--- src/rtl/multdiv_pkg.sv ---
// Shared encodings for the multicycle MULT/DIV unit: FSM states, op select, default width.
package multdiv_pkg;

  typedef enum logic [1:0] {
    S_IDLE,
    S_ITER,
    S_FIX,
    S_DONE
  } state_e;

  localparam logic OP_MULT = 1'b0;
  localparam logic OP_DIV  = 1'b1;

  localparam int unsigned MD_WIDTH = 32;

endpackage

--- src/rtl/mult_div_unit.sv ---
// Signed shift-add multiplier / restoring divider, one bit per clock, sign fixed up at the end.
// Optional MULTDIV_EARLY_TERM_EN: MULT stops iterating once the remaining multiplier bits are zero.
module mult_div_unit
  import multdiv_pkg::*;
#(
  parameter int unsigned WIDTH = MD_WIDTH
) (
  input  logic             clk,
  input  logic             reset,
  input  logic             start,
  input  logic             op,
  input  logic [WIDTH-1:0] a,
  input  logic [WIDTH-1:0] b,
  output logic             busy,
  output logic             done,
  output logic             div_zero,
  output logic [WIDTH-1:0] hi,
  output logic [WIDTH-1:0] lo
);

  localparam int unsigned   CW   = $clog2(WIDTH) + 1;
  localparam logic [CW-1:0] LAST = CW'(WIDTH - 1);

  state_e             state_q;
  logic [CW-1:0]      cnt_q;
  logic               op_q;
  logic               neg_q;   // sign of product / quotient
  logic               rneg_q;  // sign of dividend, carried by the remainder
  logic [2*WIDTH-1:0] mcand_q;
  logic [2*WIDTH-1:0] acc_q;
  logic [WIDTH-1:0]   mplr_q;  // multiplier magnitude (MULT) or divisor magnitude (DIV)
  logic               busy_q, done_q, dz_q;
  logic [WIDTH-1:0]   hi_q, lo_q;

  logic [WIDTH-1:0]   abs_a, abs_b;
  logic [2*WIDTH-1:0] acc_mul_d, acc_div_d, prod_fix;
  logic [WIDTH-1:0]   rem_sh, quo_fix, rem_fix;
  logic [WIDTH:0]     trial;
  logic               last_iter;

  always_comb begin
    abs_a = a[WIDTH-1] ? ('0 - a) : a;
    abs_b = b[WIDTH-1] ? ('0 - b) : b;

    acc_mul_d = acc_q + (mplr_q[0] ? mcand_q : '0);

    // Remainder magnitude stays below the divisor (at most 2^(WIDTH-1)), so the shifted value fits WIDTH bits.
    rem_sh = acc_q[2*WIDTH-2:WIDTH-1];
    trial  = {1'b0, rem_sh} - {1'b0, mplr_q};
    if (!trial[WIDTH]) begin
      acc_div_d = {trial[WIDTH-1:0], acc_q[WIDTH-2:0], 1'b1};
    end else begin
      acc_div_d = {rem_sh, acc_q[WIDTH-2:0], 1'b0};
    end

    prod_fix = neg_q  ? ('0 - acc_q) : acc_q;
    quo_fix  = neg_q  ? ('0 - acc_q[WIDTH-1:0]) : acc_q[WIDTH-1:0];
    rem_fix  = rneg_q ? ('0 - acc_q[2*WIDTH-1:WIDTH]) : acc_q[2*WIDTH-1:WIDTH];

`ifdef MULTDIV_EARLY_TERM_EN
    last_iter = (cnt_q == LAST) || ((op_q == OP_MULT) && (mplr_q[WIDTH-1:1] == '0));
`else
    last_iter = (cnt_q == LAST);
`endif
  end

  always_ff @(posedge clk) begin
    if (!reset) begin
      state_q <= S_IDLE;
      cnt_q   <= '0;
      op_q    <= OP_MULT;
      neg_q   <= 1'b0;
      rneg_q  <= 1'b0;
      mcand_q <= '0;
      acc_q   <= '0;
      mplr_q  <= '0;
      busy_q  <= 1'b0;
      done_q  <= 1'b0;
      dz_q    <= 1'b0;
      hi_q    <= '0;
      lo_q    <= '0;
    end else begin
      done_q <= 1'b0;
      dz_q   <= 1'b0;
      unique case (state_q)
        S_IDLE: begin
          if (start) begin
            if ((op == OP_DIV) && (b == '0)) begin
              done_q  <= 1'b1;
              dz_q    <= 1'b1;
              state_q <= S_DONE;
            end else begin
              op_q    <= op;
              neg_q   <= a[WIDTH-1] ^ b[WIDTH-1];
              rneg_q  <= a[WIDTH-1];
              cnt_q   <= '0;
              mplr_q  <= abs_b;
              busy_q  <= 1'b1;
              state_q <= S_ITER;
              if (op == OP_MULT) begin
                mcand_q <= {{WIDTH{1'b0}}, abs_a};
                acc_q   <= '0;
              end else begin
                mcand_q <= '0;
                acc_q   <= {{WIDTH{1'b0}}, abs_a};
              end
            end
          end
        end
        S_ITER: begin
          if (op_q == OP_MULT) begin
            acc_q   <= acc_mul_d;
            mcand_q <= {mcand_q[2*WIDTH-2:0], 1'b0};
            mplr_q  <= {1'b0, mplr_q[WIDTH-1:1]};
          end else begin
            acc_q <= acc_div_d;
          end
          cnt_q <= cnt_q + CW'(1);
          if (last_iter) state_q <= S_FIX;
        end
        S_FIX: begin
          if (op_q == OP_MULT) begin
            hi_q <= prod_fix[2*WIDTH-1:WIDTH];
            lo_q <= prod_fix[WIDTH-1:0];
          end else begin
            hi_q <= rem_fix;
            lo_q <= quo_fix;
          end
          done_q  <= 1'b1;
          busy_q  <= 1'b0;
          state_q <= S_DONE;
        end
        S_DONE: begin
          state_q <= S_IDLE;
        end
        default: state_q <= S_IDLE;
      endcase
    end
  end

  assign busy     = busy_q;
  assign done     = done_q;
  assign div_zero = dz_q;
  assign hi       = hi_q;
  assign lo       = lo_q;

endmodule

--- config.mk ---
export PLATFORM = sky130hd
export DESIGN_NAME = mult_div_unit
export DESIGN_NICKNAME = d
export VERILOG_FILES = /design/src/rtl/multdiv_pkg.sv /design/src/rtl/mult_div_unit.sv
export SDC_FILE = /design/constraint.sdc
export NUM_CORES = 1
export LEC_CHECK = 0
export ABC_AREA = 1
export CAP_MARGIN = 40
export CORE_ASPECT_RATIO = 1.75
export CORE_MARGIN = 2
export CORE_UTILIZATION = 48
export CTS_BUF_LIST = sky130_fd_sc_hd__clkbuf_4 sky130_fd_sc_hd__clkbuf_8
export DETAILED_ROUTE_END_ITERATION = 7
export PLACE_DENSITY = 0.74
export SLEW_MARGIN = 20
export SYNTH_ARGS = -nofsm -noshare
export SYNTH_HDL_FRONTEND = slang
export SYNTH_SLANG_ARGS = --single-unit
--- constraint.sdc ---
create_clock -name clk -period 6.55 [get_ports clk]
set_clock_uncertainty 0.05 [all_clocks]
set_input_delay 0.9825 -clock clk [delete_from_list [all_inputs] [get_ports clk]]
set_output_delay 0.9825 -clock clk [all_outputs]
set_load 0.005 [all_outputs]
==> flow_summary.toml, run 1 <==
[clocking]
numClockSinks = 238
cts.path.max_buffers = 3
ctsResizeCount = 0
worstSkewPairLatency_ns = 0.61
postCtsSetupRepairBufs = 0
path_clk_slew_ns = 0.07
cts_tree = "built"
cts_made_buffers = 42
cts_hold_buf = 0
root_buffer = "clkbuf_8"
htreeDepth = 2

[logic_synthesis]
synthArstFlopShare_pct = 0
synth-edff-count = 0
syn_area_per_cell_um2 = 5.460
synth_top_cell_area_share_pct = 22.73
synth_top_area_cell = "nand2_1"
yosysSeqAreaShare_pct = 20.40
synth.area.top_cells = "nand2_1 (23%), dfxtp_1 (20%), inv_1 (12%)"
synth_area_um2 = 23350
ys_top_cells_by_count = "nand2_1 (1414), inv_1 (754), nor2_1 (444), a21oi_1 (309), o21ai_0 (258)"
synth_nets = 4450
yosysWarnings = 0
synth_cell_type_count = 53
ys.flop_type = "dfxtp_1"
yosysMostFrequentCell = "nand2_1"
synthCells = 4277
synth-seq-cells = 238

[sta]
hold_viol = 0
fin_setup_tns_ns = 0
tightest_slew_ns = 0.8914
setup_viol = 0
max-slew-margin-rel_pct = 40.37
rsz0062_at_grt = "false"
fmax_mhz = 274.6
fin_crit_sh_pct = 55.60
layout_min_cycle_time_ns = 3.642
drv_slew = 0

[grt]
grt_max_degree = 87
grt_pass1_wl_um = 153800
antenna_found_initial = 3
track_usage_pct = 40.75
first_global_vias = 26504
grt_overflow = 0

[placed_design]
dp.cells = 4955
gp_congestion = 1.115
port_buffers = 134
dp_hpwl_um = 80710

[floorplan]
rows = 107
design.core.area_um2 = 48330
die_y_um = 295.8
initial_core_util_pct = 48.32
die_width_um = 170.7
num_io_pins = 135
dieArea_um2 = 50500

[route]
post-route-drc-count = 0
wirelength_um = 102900
routedWlPerCell_um = 20.40
first_pass_iters = 6
antenna_left = 0
via_per_inst = 5.531
num_vias = 27880
drtIter0Drc = 2540

[setup_path]
critPathKind = "reg -> reg"
reg2reg_slack_ns = 2.91
crit_path_start_kind = "flop"
cp-end-kind = "flop"
startpoint = "mplr_q[0]"
critPathMaxFanout = 38
worstPathRequired_ns = 7.04
cp_data_arrival_time_ns = 4.13
reg2reg_from = "mplr_q[0]"

[worst_hold_path]
hold_start = "mplr_q[28]"
min_path_type = "reg -> reg"

[pwr]
max-vdd-ir-drop_mv = 0.2847
powerDensity_nw_per_um2 = 412.6
power_leakage_uw = 0.01390

[run]
cap_viol_max_count = 0

[final_layout]
areaGrowthSynthToFinish_pct = 12.33
drive_gt1_share_pct = 3.809
layout.nets = 4524
nFillCells = 5207
stdcell_count = 5041

[status]
outcome = "finished clean"
[through the flow]
step / worst slack, ns / cell area, µm² / power (µW) / hold slack, ns / util (%)
after detailed placement: 2.911 / 25150 / 8849 / 0.4061 / 52.03
after CTS: 3.034 / 26160 / 10530 / 0.4164 / 54.13
final: 2.908 / 26230 / 10820 / 0.4173 / 54.28
after floorplan: 3.938 / 23350 / 6560 / 0.3892 / -
after global placement: 2.664 / 25080 / 8778 / 0.4053 / 51.88
after global routing: 2.560 / 26230 / 11480 / 0.4392 / 54.27
[kinds of logic (layout without fill, tap and decap cells)]
kind of cell,count (synthesis),in the layout,share of synthesized area [%]
other,0,3,0
AND/OR/NAND/NOR,2233,2233,38.75
adder cells (fa/ha/maj),105,105,5.690
buffers and inverters,900,1007,15.00
AO/OA/AOI/OAI,697,697,16.26
XOR/XNOR,104,104,3.901
flip-flops,238,238,20.40
[sequential cells by signal, summed over array words and instances (netlist names)]
name      flops
acc_q        64
mcand_q      64
hi           32
lo           32
mplr_q       32
cnt_q         6
state_q       2
busy          1
div_zero      1
done          1
neg_q         1
op_q          1
rneg_q        1
[layout by cell type (no fill, tap or decap), types with 90 or more instances in the layout]
| cell | Yosys | layout |
|---|---|---|
| a21oi_1 | 309 | 309 |
| clkdlybuf4s50_1 | 0 | 133 |
| dfxtp_1 | 238 | 236 |
| ha_1 | 103 | 101 |
| inv_1 | 754 | 753 |
| nand2_1 | 1414 | 1414 |
| nand3_1 | 239 | 239 |
| nor2_1 | 444 | 442 |
| o21ai_0 | 258 | 258 |
| xor2_1 | 90 | 90 |
[final cells by class]
cell class	instances	area, µm²	area share, %
diodes	3	7.507	0.02862
well taps	654	818.3	3.119
flip-flops and latches	238	4767	18.17
multi-input cells	3139	15110	57.60
clock inverters	15	185.2	0.7059
repair buffers	167	1649	6.287
clock buffers	62	828.3	3.158
inverters	763	2867	10.93
[layer usage]
layer	vias up	routed length [µm]	global-route usage, %
met5	-	13	0
met4	2	15230	48.53
met3	649	7184	8.595
met2	1338	47590	68.45
met1	12341	32840	37.82
li1	13550	-	-
[report_power, final]
part / total (µW) / switching [µW] / internal [µW]
sequential: 2500 / 609 / 1890
combinational: 6660 / 4610 / 2050
clock: 1660 / 720 / 943
[worst max-delay path, stage by stage (launching register included)]
cell and delay (ns):
dfxtp_2 0.66, buf_4 0.52, nand2_1 0.10, inv_1 0.08
ha_1 0.27, nand2_1 0.09, nand2_1 0.09, nand2_1 0.07
nand2_1 0.06, nand2_1 0.06, nand2_1 0.07, nand2_1 0.07
nand3b_1 0.24, nand2_1 0.14, inv_1 0.04, o21ai_0 0.57
o211ai_1 0.18, a21oi_1 0.15
[path summary, 6_finish.rpt]
| kind | to | cells past startpoint |
|---|---|---|
| min | mplr_q[28] | 2 |
| max reg2reg | acc_q[22] | 17 |
| min reg2reg | mplr_q[28] | 2 |
| max | acc_q[22] | 17 |
Power figures use the tool's default switching activity.
==> run 2, diff against run 1 <==
- clock period: 6.55 -> 3.6 ns (I/O delays scaled with it)
==> flow_summary.toml, run 2 (synthesis gave the netlist of run 1 again) <==
[setup_path]
cp-end-kind = "flop"
worstPathRequired_ns = 4.13
critPathMaxFanout = 21
critPathKind = "reg -> reg"
crit_path_start_kind = "flop"
cp_data_arrival_time_ns = 4.03

[floorplan]
initial_core_util_pct = 48.32
num_io_pins = 135
dieArea_um2 = 50500
rows = 107
die_y_um = 295.8
design.core.area_um2 = 48330
die_width_um = 170.7

[pwr]
switchingPower_uw = 10990
p_sw_share_pct = 55.53
pwr-share-clk_pct = 14.2
p_seq_share_pct = 22.2
p_int_uw = 8805
fin_total_pwr_uw = 19800
pwr-share-comb_pct = 63.6
power_leakage_uw = 0.01411
powerDensity_nw_per_um2 = 747.3
max-vdd-ir-drop_mv = 0.5265

[final_layout]
final_cell_mix = "nand2_1 (1414), inv_1 (753), nor2_1 (442)"
layout.nets = 4570
areaGrowthSynthToFinish_pct = 13.45
stdcell_count = 5081
fin_util_pct = 54.82
nFillCells = 5271
drive_gt1_share_pct = 4.745
final_common_cell = "nand2_1"
top_regs = "acc_q x64, mcand_q x64"

[sta]
setup_viol = 0
rsz0062_at_grt = "false"
tightest_slew_ns = 0.8704
hold_viol = 0
max-slew-margin-rel_pct = 41.78
fmax_mhz = 285.9
fin_setup_tns_ns = 0
fin_crit_sh_pct = 97.15
layout_min_cycle_time_ns = 3.498
timing.hold.ws_ns = 0.3427
drv_slew = 0

[clocking]
path_clk_slew_ns = 0.07
htreeDepth = 2
root_buffer = "clkbuf_8"
ctsResizeCount = 0
numClockSinks = 238
worstSkewPairLatency_ns = 0.66
cts_hold_buf = 0
postCtsSetupRepairBufs = 0
cts_made_buffers = 41
cts.path.max_buffers = 3
cts_tree = "built"

[grt]
grt_max_degree = 94
antenna_found_initial = 1
first_global_vias = 26826
grt_overflow = 0
grt_pass1_wl_um = 158900
track_usage_pct = 42.35

[route]
drtIter0Drc = 2619
routedWlPerCell_um = 20.83
wirelength_um = 105800
post-route-drc-count = 0
num_vias = 28001
first_pass_iters = 6
via_per_inst = 5.511
antenna_left = 0

[worst_hold_path]
min_path_type = "in -> reg"

[placed_design]
dp.cells = 5006
gp_congestion = 1.090
dp_hpwl_um = 83730
port_buffers = 134

[status]
outcome = "finished clean"

[run]
cap_viol_max_count = 0
run 2: changes by cell type in the layout (fill, tap and decap cells not counted), sizes merged:
| cell | change |
|---|---|
| buf | +50 |
| clkinv | -3 |
| clkinvlp | -3 |
| bufinv | -2 |
| diode | -2 |
run 2: worst max-delay path, cell delays in order (launching register included):
cell and delay [ns]:
dfxtp_2 0.47, buf_4 0.34, nand2_1 0.31, inv_1 0.13, ha_1 0.21, nand2_1 0.13, nor2_1 0.19, nand2_1 0.13
nor3_1 0.15, nand2_1 0.07, nand2_1 0.19, xor2_1 0.72, o21ai_0 0.19, a21oi_1 0.15
run 2: worst paths after layout:
| kind | from | end | slack [ns] | depth (start not counted) |
|---|---|---|---|---|
| hold reg to reg | mcand_q[40] | mcand_q[41] | 0.42 | 2 |
| hold / removal | reset | lo[11] | 0.34 | 3 |
| setup reg to reg | mplr_q[0] | acc_q[29] | 0.10 | 13 |
| setup / recovery | mplr_q[0] | acc_q[29] | 0.10 | 13 |
run 2: area by class of cell:
| cell class | count | area [µm²] | area share (%) |
|---|---|---|---|
| Sequential cell | 238 | 4767 | 17.99 |
| Inverter | 763 | 2867 | 10.82 |
| Multi-Input combinational cell | 3139 | 15110 | 57.02 |
| Clock inverter | 7 | 90.09 | 0.3400 |
| Antenna cell | 1 | 2.502 | 0.009445 |
| Tap cell | 654 | 818.3 | 3.089 |
| Clock buffer | 65 | 794.5 | 2.999 |
| Timing Repair Buffer | 214 | 2047 | 7.726 |
run 2: per-layer routing:
| layer | share of wire [%] | global-route usage (%) | up-vias |
|---|---|---|---|
| met3 | 6.6 | 10.02 | 652 |
| met2 | 47 | 71.41 | 1271 |
| met1 | 31 | 38.79 | 12454 |
| met4 | 15 | 49.24 | 0 |
| met5 | 0 | 0.8893 | - |
| li1 | - | - | 13624 |
run 2: power groups by stage:
stage	sequential, µW	clock, µW	combinational, µW
2_1_floorplan	4020	0	7920
3_3_place_gp	4380	0	12000
3_5_place_dp	4390	0	12100
4_1_cts	4340	2800	12100
5_1_grt	4420	2930	13700
6_report	4390	2810	12600
run 2: metrics by stage:
| step | setup slack, ns | cell area (µm²) |
|---|---|---|
| floorplan | 1.018 | 23350 |
| detailed placement | 0.3944 | 25570 |
| finish | 0.1025 | 26490 |
| CTS | 0.3686 | 26450 |
| global route | 0.01796 | 26490 |
| global placement | 0.3215 | 25550 |
